File: src/rtl/dmem_arbiter_pkg.sv
// dmem_pkg: shared definitions for the data-memory arbiter slice.
//   - state_t   : arbiter FSM encoding (IDLE/ACCESS/RESP)
//   - PORT_CPU  : requester index of the CPU load/store path
//   - PORT_DBG  : requester index of the debug/loader path
//   - *_DEF     : default widths and memory depth
package dmem_pkg;

    localparam int unsigned DATA_W_DEF = 32;
    localparam int unsigned ADDR_W_DEF = 32;
    localparam int unsigned DEPTH_DEF  = 32;

    localparam logic PORT_CPU = 1'b0;
    localparam logic PORT_DBG = 1'b1;

    typedef enum logic [1:0] {
        IDLE   = 2'd0,
        ACCESS = 2'd1,
        RESP   = 2'd2
    } state_t;

endpackage

File: src/rtl/dmem_arbiter_if.sv
// dmem_arbiter_if: bundles both requester channels and the memory strobes.
//   reqN_valid/ready/write/addr/wdata : request channel of port N (0 = CPU, 1 = debug)
//   rspN_valid/rdata/err              : response channel of port N
//   mem_write/read/address/wdata      : strobes towards the data memory
//   mem_rdata                         : registered read data from the memory
// Modports: master = requesters + memory side, slave = the arbiter.
interface dmem_arbiter_if #(
    parameter int unsigned DATA_W = 32,
    parameter int unsigned ADDR_W = 32
);
    logic              req0_valid;
    logic              req0_ready;
    logic              req0_write;
    logic [ADDR_W-1:0] req0_addr;
    logic [DATA_W-1:0] req0_wdata;
    logic              rsp0_valid;
    logic [DATA_W-1:0] rsp0_rdata;
    logic              rsp0_err;

    logic              req1_valid;
    logic              req1_ready;
    logic              req1_write;
    logic [ADDR_W-1:0] req1_addr;
    logic [DATA_W-1:0] req1_wdata;
    logic              rsp1_valid;
    logic [DATA_W-1:0] rsp1_rdata;
    logic              rsp1_err;

    logic              mem_write;
    logic              mem_read;
    logic [ADDR_W-1:0] mem_address;
    logic [DATA_W-1:0] mem_wdata;
    logic [DATA_W-1:0] mem_rdata;

    modport master (
        output req0_valid, req0_write, req0_addr, req0_wdata,
        input  req0_ready, rsp0_valid, rsp0_rdata, rsp0_err,
        output req1_valid, req1_write, req1_addr, req1_wdata,
        input  req1_ready, rsp1_valid, rsp1_rdata, rsp1_err,
        input  mem_write, mem_read, mem_address, mem_wdata,
        output mem_rdata
    );

    modport slave (
        input  req0_valid, req0_write, req0_addr, req0_wdata,
        output req0_ready, rsp0_valid, rsp0_rdata, rsp0_err,
        input  req1_valid, req1_write, req1_addr, req1_wdata,
        output req1_ready, rsp1_valid, rsp1_rdata, rsp1_err,
        output mem_write, mem_read, mem_address, mem_wdata,
        input  mem_rdata
    );
endinterface

File: src/rtl/dmem_arbiter_rr_arb2.sv
// rr_arb2: combinational 2-way round-robin picker.
//   valid_i      : request present per port
//   last_grant_i : port granted most recently
//   grant_o      : one-hot winner (all zero when nothing is valid)
module rr_arb2 (
    input  logic [1:0] valid_i,
    input  logic       last_grant_i,
    output logic [1:0] grant_o
);
    // On a tie the port that did not win last time goes first.
    always_comb begin
        grant_o    = '0;
        grant_o[0] = valid_i[0] & (~valid_i[1] | last_grant_i);
        grant_o[1] = valid_i[1] & (~valid_i[0] | ~last_grant_i);
    end
endmodule

File: src/rtl/dmem_arbiter.sv
// dmem_arbiter: round-robin arbiter sharing a single-port data memory between
// the CPU path (port 0) and the debug/loader path (port 1). Each accepted
// request becomes one single-cycle memory strobe followed by one response pulse.
//   clk   : clock, rising edge
//   reset : asynchronous active-low reset
//   bus   : dmem_arbiter_if.slave (request/response channels + memory strobes)
// Optional: define DMEM_ADDR_CHECK_EN to suppress memory access for addresses
// >= DEPTH and flag them with rspN_err.
module dmem_arbiter
    import dmem_pkg::*;
#(
    parameter int unsigned DATA_W = DATA_W_DEF,
    parameter int unsigned ADDR_W = ADDR_W_DEF,
    parameter int unsigned DEPTH  = DEPTH_DEF
) (
    input  logic          clk,
    input  logic          reset,
    dmem_arbiter_if.slave bus
);
`ifdef DMEM_ADDR_CHECK_EN
    localparam bit CHECK_EN = 1'b1;
`else
    localparam bit CHECK_EN = 1'b0;
`endif

    state_t            state_q, state_d;
    logic              last_grant_q, last_grant_d;
    logic              cmd_write_q, cmd_write_d;
    logic              cmd_port_q, cmd_port_d;
    logic              cmd_err_q, cmd_err_d;
    logic              mem_write_q, mem_write_d;
    logic              mem_read_q, mem_read_d;
    logic [ADDR_W-1:0] mem_address_q, mem_address_d;
    logic [DATA_W-1:0] mem_wdata_q, mem_wdata_d;
    logic [1:0]        rsp_valid_q, rsp_valid_d;
    logic [1:0]        rsp_err_q, rsp_err_d;

    logic [1:0]        req_valid;
    logic [1:0]        grant;
    logic              sel_write;
    logic [ADDR_W-1:0] sel_addr;
    logic [DATA_W-1:0] sel_wdata;
    logic              sel_err;
    logic [1:0]        rsp_rd_en;

    assign req_valid = {bus.req1_valid, bus.req0_valid};

    rr_arb2 u_rr_arb2 (
        .valid_i      (req_valid),
        .last_grant_i (last_grant_q),
        .grant_o      (grant)
    );

    always_comb begin
        sel_write = grant[1] ? bus.req1_write : bus.req0_write;
        sel_addr  = grant[1] ? bus.req1_addr  : bus.req0_addr;
        sel_wdata = grant[1] ? bus.req1_wdata : bus.req0_wdata;
        sel_err   = CHECK_EN && (sel_addr >= ADDR_W'(DEPTH));
    end

    // Memory strobes and response flags are computed one state ahead so the
    // outputs come straight from flops during ACCESS and RESP.
    always_comb begin
        state_d       = state_q;
        last_grant_d  = last_grant_q;
        cmd_write_d   = cmd_write_q;
        cmd_port_d    = cmd_port_q;
        cmd_err_d     = cmd_err_q;
        mem_write_d   = 1'b0;
        mem_read_d    = 1'b0;
        mem_address_d = '0;
        mem_wdata_d   = '0;
        rsp_valid_d   = '0;
        rsp_err_d     = '0;
        unique case (state_q)
            IDLE: begin
                if (|grant) begin
                    cmd_write_d   = sel_write;
                    cmd_port_d    = grant[1];
                    cmd_err_d     = sel_err;
                    last_grant_d  = grant[1];
                    mem_write_d   = sel_write & ~sel_err;
                    mem_read_d    = ~sel_write & ~sel_err;
                    mem_address_d = sel_addr;
                    mem_wdata_d   = sel_wdata;
                    state_d       = ACCESS;
                end
            end
            ACCESS: begin
                rsp_valid_d[cmd_port_q] = 1'b1;
                rsp_err_d[cmd_port_q]   = cmd_err_q;
                state_d                 = RESP;
            end
            RESP: begin
                state_d = IDLE;
            end
            default: begin
                state_d = IDLE;
            end
        endcase
    end

    always_ff @(posedge clk or negedge reset) begin
        if (!reset) begin
            state_q       <= IDLE;
            last_grant_q  <= PORT_DBG;
            cmd_write_q   <= 1'b0;
            cmd_port_q    <= PORT_CPU;
            cmd_err_q     <= 1'b0;
            mem_write_q   <= 1'b0;
            mem_read_q    <= 1'b0;
            mem_address_q <= '0;
            mem_wdata_q   <= '0;
            rsp_valid_q   <= '0;
            rsp_err_q     <= '0;
        end else begin
            state_q       <= state_d;
            last_grant_q  <= last_grant_d;
            cmd_write_q   <= cmd_write_d;
            cmd_port_q    <= cmd_port_d;
            cmd_err_q     <= cmd_err_d;
            mem_write_q   <= mem_write_d;
            mem_read_q    <= mem_read_d;
            mem_address_q <= mem_address_d;
            mem_wdata_q   <= mem_wdata_d;
            rsp_valid_q   <= rsp_valid_d;
            rsp_err_q     <= rsp_err_d;
        end
    end

    // Read data comes straight from the memory's output register during RESP.
    assign rsp_rd_en = rsp_valid_q & {2{~cmd_write_q & ~cmd_err_q}};

    // Ready is gated by reset so every output is low while reset is held.
    assign bus.req0_ready = reset && (state_q == IDLE) && grant[PORT_CPU];
    assign bus.req1_ready = reset && (state_q == IDLE) && grant[PORT_DBG];

    assign bus.rsp0_valid = rsp_valid_q[PORT_CPU];
    assign bus.rsp1_valid = rsp_valid_q[PORT_DBG];
    assign bus.rsp0_err   = rsp_err_q[PORT_CPU];
    assign bus.rsp1_err   = rsp_err_q[PORT_DBG];
    assign bus.rsp0_rdata = rsp_rd_en[PORT_CPU] ? bus.mem_rdata : '0;
    assign bus.rsp1_rdata = rsp_rd_en[PORT_DBG] ? bus.mem_rdata : '0;

    assign bus.mem_write   = mem_write_q;
    assign bus.mem_read    = mem_read_q;
    assign bus.mem_address = mem_address_q;
    assign bus.mem_wdata   = mem_wdata_q;
endmodule
File: src/flat_wrapper.sv
// flat-port wrapper written by rule: the top's interface ports become plain ports
module dmem_arbiter_flat import dmem_pkg::*;
#(
    parameter int unsigned DATA_W = DATA_W_DEF,
    parameter int unsigned ADDR_W = ADDR_W_DEF,
    parameter int unsigned DEPTH  = DEPTH_DEF
)
  (clk, reset, bus_req0_valid, bus_req0_write, bus_req0_addr, bus_req0_wdata, bus_req0_ready, bus_rsp0_valid, bus_rsp0_rdata, bus_rsp0_err, bus_req1_valid, bus_req1_write, bus_req1_addr, bus_req1_wdata, bus_req1_ready, bus_rsp1_valid, bus_rsp1_rdata, bus_rsp1_err, bus_mem_write, bus_mem_read, bus_mem_address, bus_mem_wdata, bus_mem_rdata);
  dmem_arbiter_if #(.DATA_W(DATA_W), .ADDR_W(ADDR_W)) bus_i ();
  input  logic clk;
  input  logic reset;
  input wire logic [$bits(bus_i.req0_valid)-1:0] bus_req0_valid;
  input wire logic [$bits(bus_i.req0_write)-1:0] bus_req0_write;
  input wire logic [$bits(bus_i.req0_addr)-1:0] bus_req0_addr;
  input wire logic [$bits(bus_i.req0_wdata)-1:0] bus_req0_wdata;
  output wire logic [$bits(bus_i.req0_ready)-1:0] bus_req0_ready;
  output wire logic [$bits(bus_i.rsp0_valid)-1:0] bus_rsp0_valid;
  output wire logic [$bits(bus_i.rsp0_rdata)-1:0] bus_rsp0_rdata;
  output wire logic [$bits(bus_i.rsp0_err)-1:0] bus_rsp0_err;
  input wire logic [$bits(bus_i.req1_valid)-1:0] bus_req1_valid;
  input wire logic [$bits(bus_i.req1_write)-1:0] bus_req1_write;
  input wire logic [$bits(bus_i.req1_addr)-1:0] bus_req1_addr;
  input wire logic [$bits(bus_i.req1_wdata)-1:0] bus_req1_wdata;
  output wire logic [$bits(bus_i.req1_ready)-1:0] bus_req1_ready;
  output wire logic [$bits(bus_i.rsp1_valid)-1:0] bus_rsp1_valid;
  output wire logic [$bits(bus_i.rsp1_rdata)-1:0] bus_rsp1_rdata;
  output wire logic [$bits(bus_i.rsp1_err)-1:0] bus_rsp1_err;
  output wire logic [$bits(bus_i.mem_write)-1:0] bus_mem_write;
  output wire logic [$bits(bus_i.mem_read)-1:0] bus_mem_read;
  output wire logic [$bits(bus_i.mem_address)-1:0] bus_mem_address;
  output wire logic [$bits(bus_i.mem_wdata)-1:0] bus_mem_wdata;
  input wire logic [$bits(bus_i.mem_rdata)-1:0] bus_mem_rdata;
  assign bus_i.req0_valid = bus_req0_valid;
  assign bus_i.req0_write = bus_req0_write;
  assign bus_i.req0_addr = bus_req0_addr;
  assign bus_i.req0_wdata = bus_req0_wdata;
  assign bus_req0_ready = bus_i.req0_ready;
  assign bus_rsp0_valid = bus_i.rsp0_valid;
  assign bus_rsp0_rdata = bus_i.rsp0_rdata;
  assign bus_rsp0_err = bus_i.rsp0_err;
  assign bus_i.req1_valid = bus_req1_valid;
  assign bus_i.req1_write = bus_req1_write;
  assign bus_i.req1_addr = bus_req1_addr;
  assign bus_i.req1_wdata = bus_req1_wdata;
  assign bus_req1_ready = bus_i.req1_ready;
  assign bus_rsp1_valid = bus_i.rsp1_valid;
  assign bus_rsp1_rdata = bus_i.rsp1_rdata;
  assign bus_rsp1_err = bus_i.rsp1_err;
  assign bus_mem_write = bus_i.mem_write;
  assign bus_mem_read = bus_i.mem_read;
  assign bus_mem_address = bus_i.mem_address;
  assign bus_mem_wdata = bus_i.mem_wdata;
  assign bus_i.mem_rdata = bus_mem_rdata;
  dmem_arbiter #(.DATA_W(DATA_W), .ADDR_W(ADDR_W), .DEPTH(DEPTH)) u_core (.clk(clk), .reset(reset), .bus(bus_i));
endmodule
File: config.mk
export PLATFORM = sky130hd
export DESIGN_NAME = dmem_arbiter_flat
export DESIGN_NICKNAME = d
export VERILOG_FILES = /design/src/rtl/dmem_arbiter_pkg.sv /design/src/rtl/dmem_arbiter_if.sv /design/src/rtl/dmem_arbiter_rr_arb2.sv /design/src/rtl/dmem_arbiter.sv /design/src/flat_wrapper.sv
export SDC_FILE = /design/constraint.sdc
export NUM_CORES = 1
export LEC_CHECK = 0
export BUFFER_PORTS_ARGS = -buffer_cell sky130_fd_sc_hd__buf_2
export CORE_AREA = 2 2 116 118
export DETAILED_ROUTE_END_ITERATION = 8
export DIE_AREA = 0 0 118 120
export HOLD_SLACK_MARGIN = 0.03
export PLACE_DENSITY_LB_ADDON = 0.08
export REMOVE_ABC_BUFFERS = 1
export SKIP_LAST_GASP = 1
export SLEW_MARGIN = 0
export SYNTH_ARGS = -nofsm -noshare
export SYNTH_HDL_FRONTEND = slang
export SYNTH_HIERARCHICAL = 1
export SYNTH_SLANG_ARGS = --single-unit
File: constraint.sdc
create_clock -name clk -period 1.4 [get_ports clk]
set_input_delay 0 -clock clk [delete_from_list [all_inputs] [get_ports clk]]
set_output_delay 0 -clock clk [all_outputs]
set_load 0.05 [all_outputs]
==> summary.txt <==
status -> finished, violations left
failing checks -> negative setup slack
largest net degree at the start of global routing -> 74
Final setup viols -> 59
register area share after synthesis -> 53.4%
chip width -> 118 µm
CP max-delay cell -> dfstp_2
Highest Clock Rate -> 0.679 GHz
Layout Nets -> 916
max-slew violations -> 0
FF-to-FF End -> u_core/cmd_write_q$_DFFE_PN0P_
FFs w/ async S/R, synth -> 100%
Hold Crit Depth -> 5
Critical Path AT -> 1720 ps
DIE AREA -> 14200 µm²
hold_sp -> bus_req1_valid
area of all placed cells without fillers -> 7310 µm²
EDFF count, synth -> 0
Area Growth Syn to Fin -> 114%
routability cong. -> 0.759
buffers plus inverters on the worst setup path -> 2
Synth top area share -> 52.7%
via count -> 3902
CTS tree -> built
critical path peak fanout -> 27
Tmin final -> 1470 ps
period utilization -> 105%
Worst Hold Path EP -> u_core/cmd_port_q$_DFFE_PN0P_
RSZ-0062 raised after global routing -> yes
dpl cells -> 781
TritonCTS Buffers -> 9
Reg2Reg Depth -> 5
Max Clock Skew -> 3.10 ps
DPL Wire Length -> 8730 µm
Netlist cell types -> 20
cell family with most CP delay -> flip-flops
crit end category -> register
Wirelength per Cell -> 14.6 µm
die height -> 120 µm
initial antenna violation count -> 0
Crit Path Class -> register to register
Yosys reg bits -> 73
Core Box Area -> 13000 µm²
Port Buffers -> 299
clk buf depth -> 2
peak supply drop -> 0.000760 V
max-cap viol count -> 0
Area after DPL -> 5290 µm²
reg2reg start -> u_core/last_grant_q$_DFFE_PN1P_
Leak -> 3.88 nW
GRT Resource Usage Total -> 19.1%
most used flip-flop cell after synthesis -> dfrtp_1
multi-input logic area -> 1480 µm²
crit-path max cell delay -> 570 ps
Clock Tree Root -> clkbuf_16
final cell count without fillers -> 929
Worst Hold Margin -> 209 ps
Syn Area/Cell -> 11.0 µm²
CP cell instances -> a21boi_4, buf_6, o21ai_4, buf_12, mux2i_1
Synth top cells by count -> 72 x dfrtp_1, 66 x mux2i_1, 65 x and2_1, 65 x nor2_1, 7 x buf_4
# diodes -> 0
Initial Util -> 26.4%
worst path required time -> 1650 ps
Hold Vio Cnt, Final -> 0
post-synthesis instance area -> 3420 µm²
total gr overflow -> 0
most common cell in the synthesized netlist -> dfrtp_1
# clock sinks -> 73
r2r setup slk -> -70 ps
Residual DRC -> 0
Syn. warnings -> 6
largest area contributor in the synthesized netlist -> dfrtp_1
register area -> 1830 µm²
Post-Synthesis Cells -> 310
via density per instance -> 4.20
first-pass GRT wire length -> 21000 µm
H-tree depth -> 3
critical path startpoint -> u_core/last_grant_q$_DFFE_PN1P_
cell area power density -> 1640 nW/µm²
Startpoint Class -> register
io pins -> 302
1st-iter DRT viols -> 47
vias in the first global route -> 4319
Final ANT Viol Nets -> 0
fillers -> 1116
worst setup margin -> -71.7 ps
Crit. path cell count -> 5
hold crit path type -> primary input to register
clock latency on the worst-skew pair -> 320 ps
Clk pin slew, worst setup/hold paths -> 50 ps
std cell rows -> 42
ratio of cells with drive above 1 in the final layout -> 45.9%
leading post-synthesis cells by cell area -> dfrtp_1 53%, mux2i_1 19%, and2_1 12%, nor2_1 7.1%, buf_6 1.6%
Routed WL -> 13600 µm
Pre-antenna DRT Iters -> 4
-- worst max-delay path by stage --
stage                     slack [ps]                        endpoint
final                            -70  u_core/cmd_write_q$_DFFE_PN0P_
after global routing            -110                  bus_req0_ready
after CTS                       -110                  bus_req0_ready
after detailed placement         -50                  bus_req1_ready
after global placement           -20                  bus_req1_ready
after floorplan                -9530  u_core/cmd_write_q$_DFFE_PN0P_
-- cells in the final DEF, fill, tap and decap left out, types with 2 or more instances in the layout --
master	instances
a22o_1	2
buf_4	12
nor2b_2	3
nor2b_1	2
dfrtp_1	72
buf_12	12
clkbuf_1	4
and2_4	2
mux2i_2	2
dlygate4sd3_1	131
clkbuf_16	9
inv_1	2
buf_6	63
nor2_1	64
conb_1	2
and2_1	63
buf_2	232
mux2i_1	63
-- sequential cells by signal, summed over array words and instances, names as in the netlist --
register,cells
u_core/bus.mem_wdata,32
u_core/last_grant_q,1
u_core/bus.mem_write,1
u_core/rsp_valid_q,2
u_core/bus.mem_read,1
u_core/state_q,2
u_core/cmd_port_q,1
u_core/bus.mem_address,32
u_core/cmd_write_q,1
-- through the flow --
step | TNS, ps | util (%) | total power [W] | setup slack, ps
floorplan | -694190 | - | 0.00703 | -9530
global placement | -19.2 | 40.8 | 0.00941 | -19.2
detailed placement | -58.5 | 40.8 | 0.00941 | -54.5
CTS | -2800 | 56.0 | 0.0121 | -111
global route | -8380 | 56.3 | 0.0126 | -110
finish | -1570 | 56.3 | 0.0120 | -71.7
-- worst min-delay path, delay by kind of cell --
kind / cells / cell delay (ps)
AND/OR/NAND/NOR: 1 / 80
AO/OA/AOI/OAI: 2 / 180
buffers and inverters: 2 / 240
-- power breakdown --
part           switching [W]  total, W  internal (W)
Combinational        0.00481   0.00705       0.00224
Clock               0.000777   0.00195       0.00118
Sequential          0.000225   0.00302       0.00279
Total                0.00581    0.0120       0.00622
-- logic make-up (layout without fill, tap and decap cells) --
group | Yosys count | in the layout | share of synthesized area (%)
other cells | 1 | 2 | 0.110
compound gates | 5 | 5 | 1.21
flops | 73 | 73 | 53.4
mux | 66 | 66 | 19.3
simple gates | 139 | 139 | 20.7
buf+inv | 26 | 468 | 5.19
-- cell type report --
type	count	share of cell area [%]
clock inverters	1	0.0684
multi-input cells	212	20.3
flip-flops and latches	73	25.0
clock buffers	13	3.28
repair buffers	451	48.2
well taps	176	3.01
inverters	3	0.154
-- layer usage --
layer  share of wire (%)  track usage (%)  vias up
met1                  34             17.5     1800
met5                   0                0        -
met3                 8.6             6.75       28
met4                 2.8             8.06        0
li1                    -                -     1873
met2                  55             37.6      201
-- timing repair --
item / in CTS / in global routing
endpoints found under the hold margin: 139 / 0
endpoints found under the setup margin: 76 / 135
gates cloned: 0 / 0
pin swaps: 2 / 3
setup buffers: 5 / 0
hold buffers: 131 / 0
resized for setup: 123 / 19
Note: power is estimated with default switching activity, not from simulation.
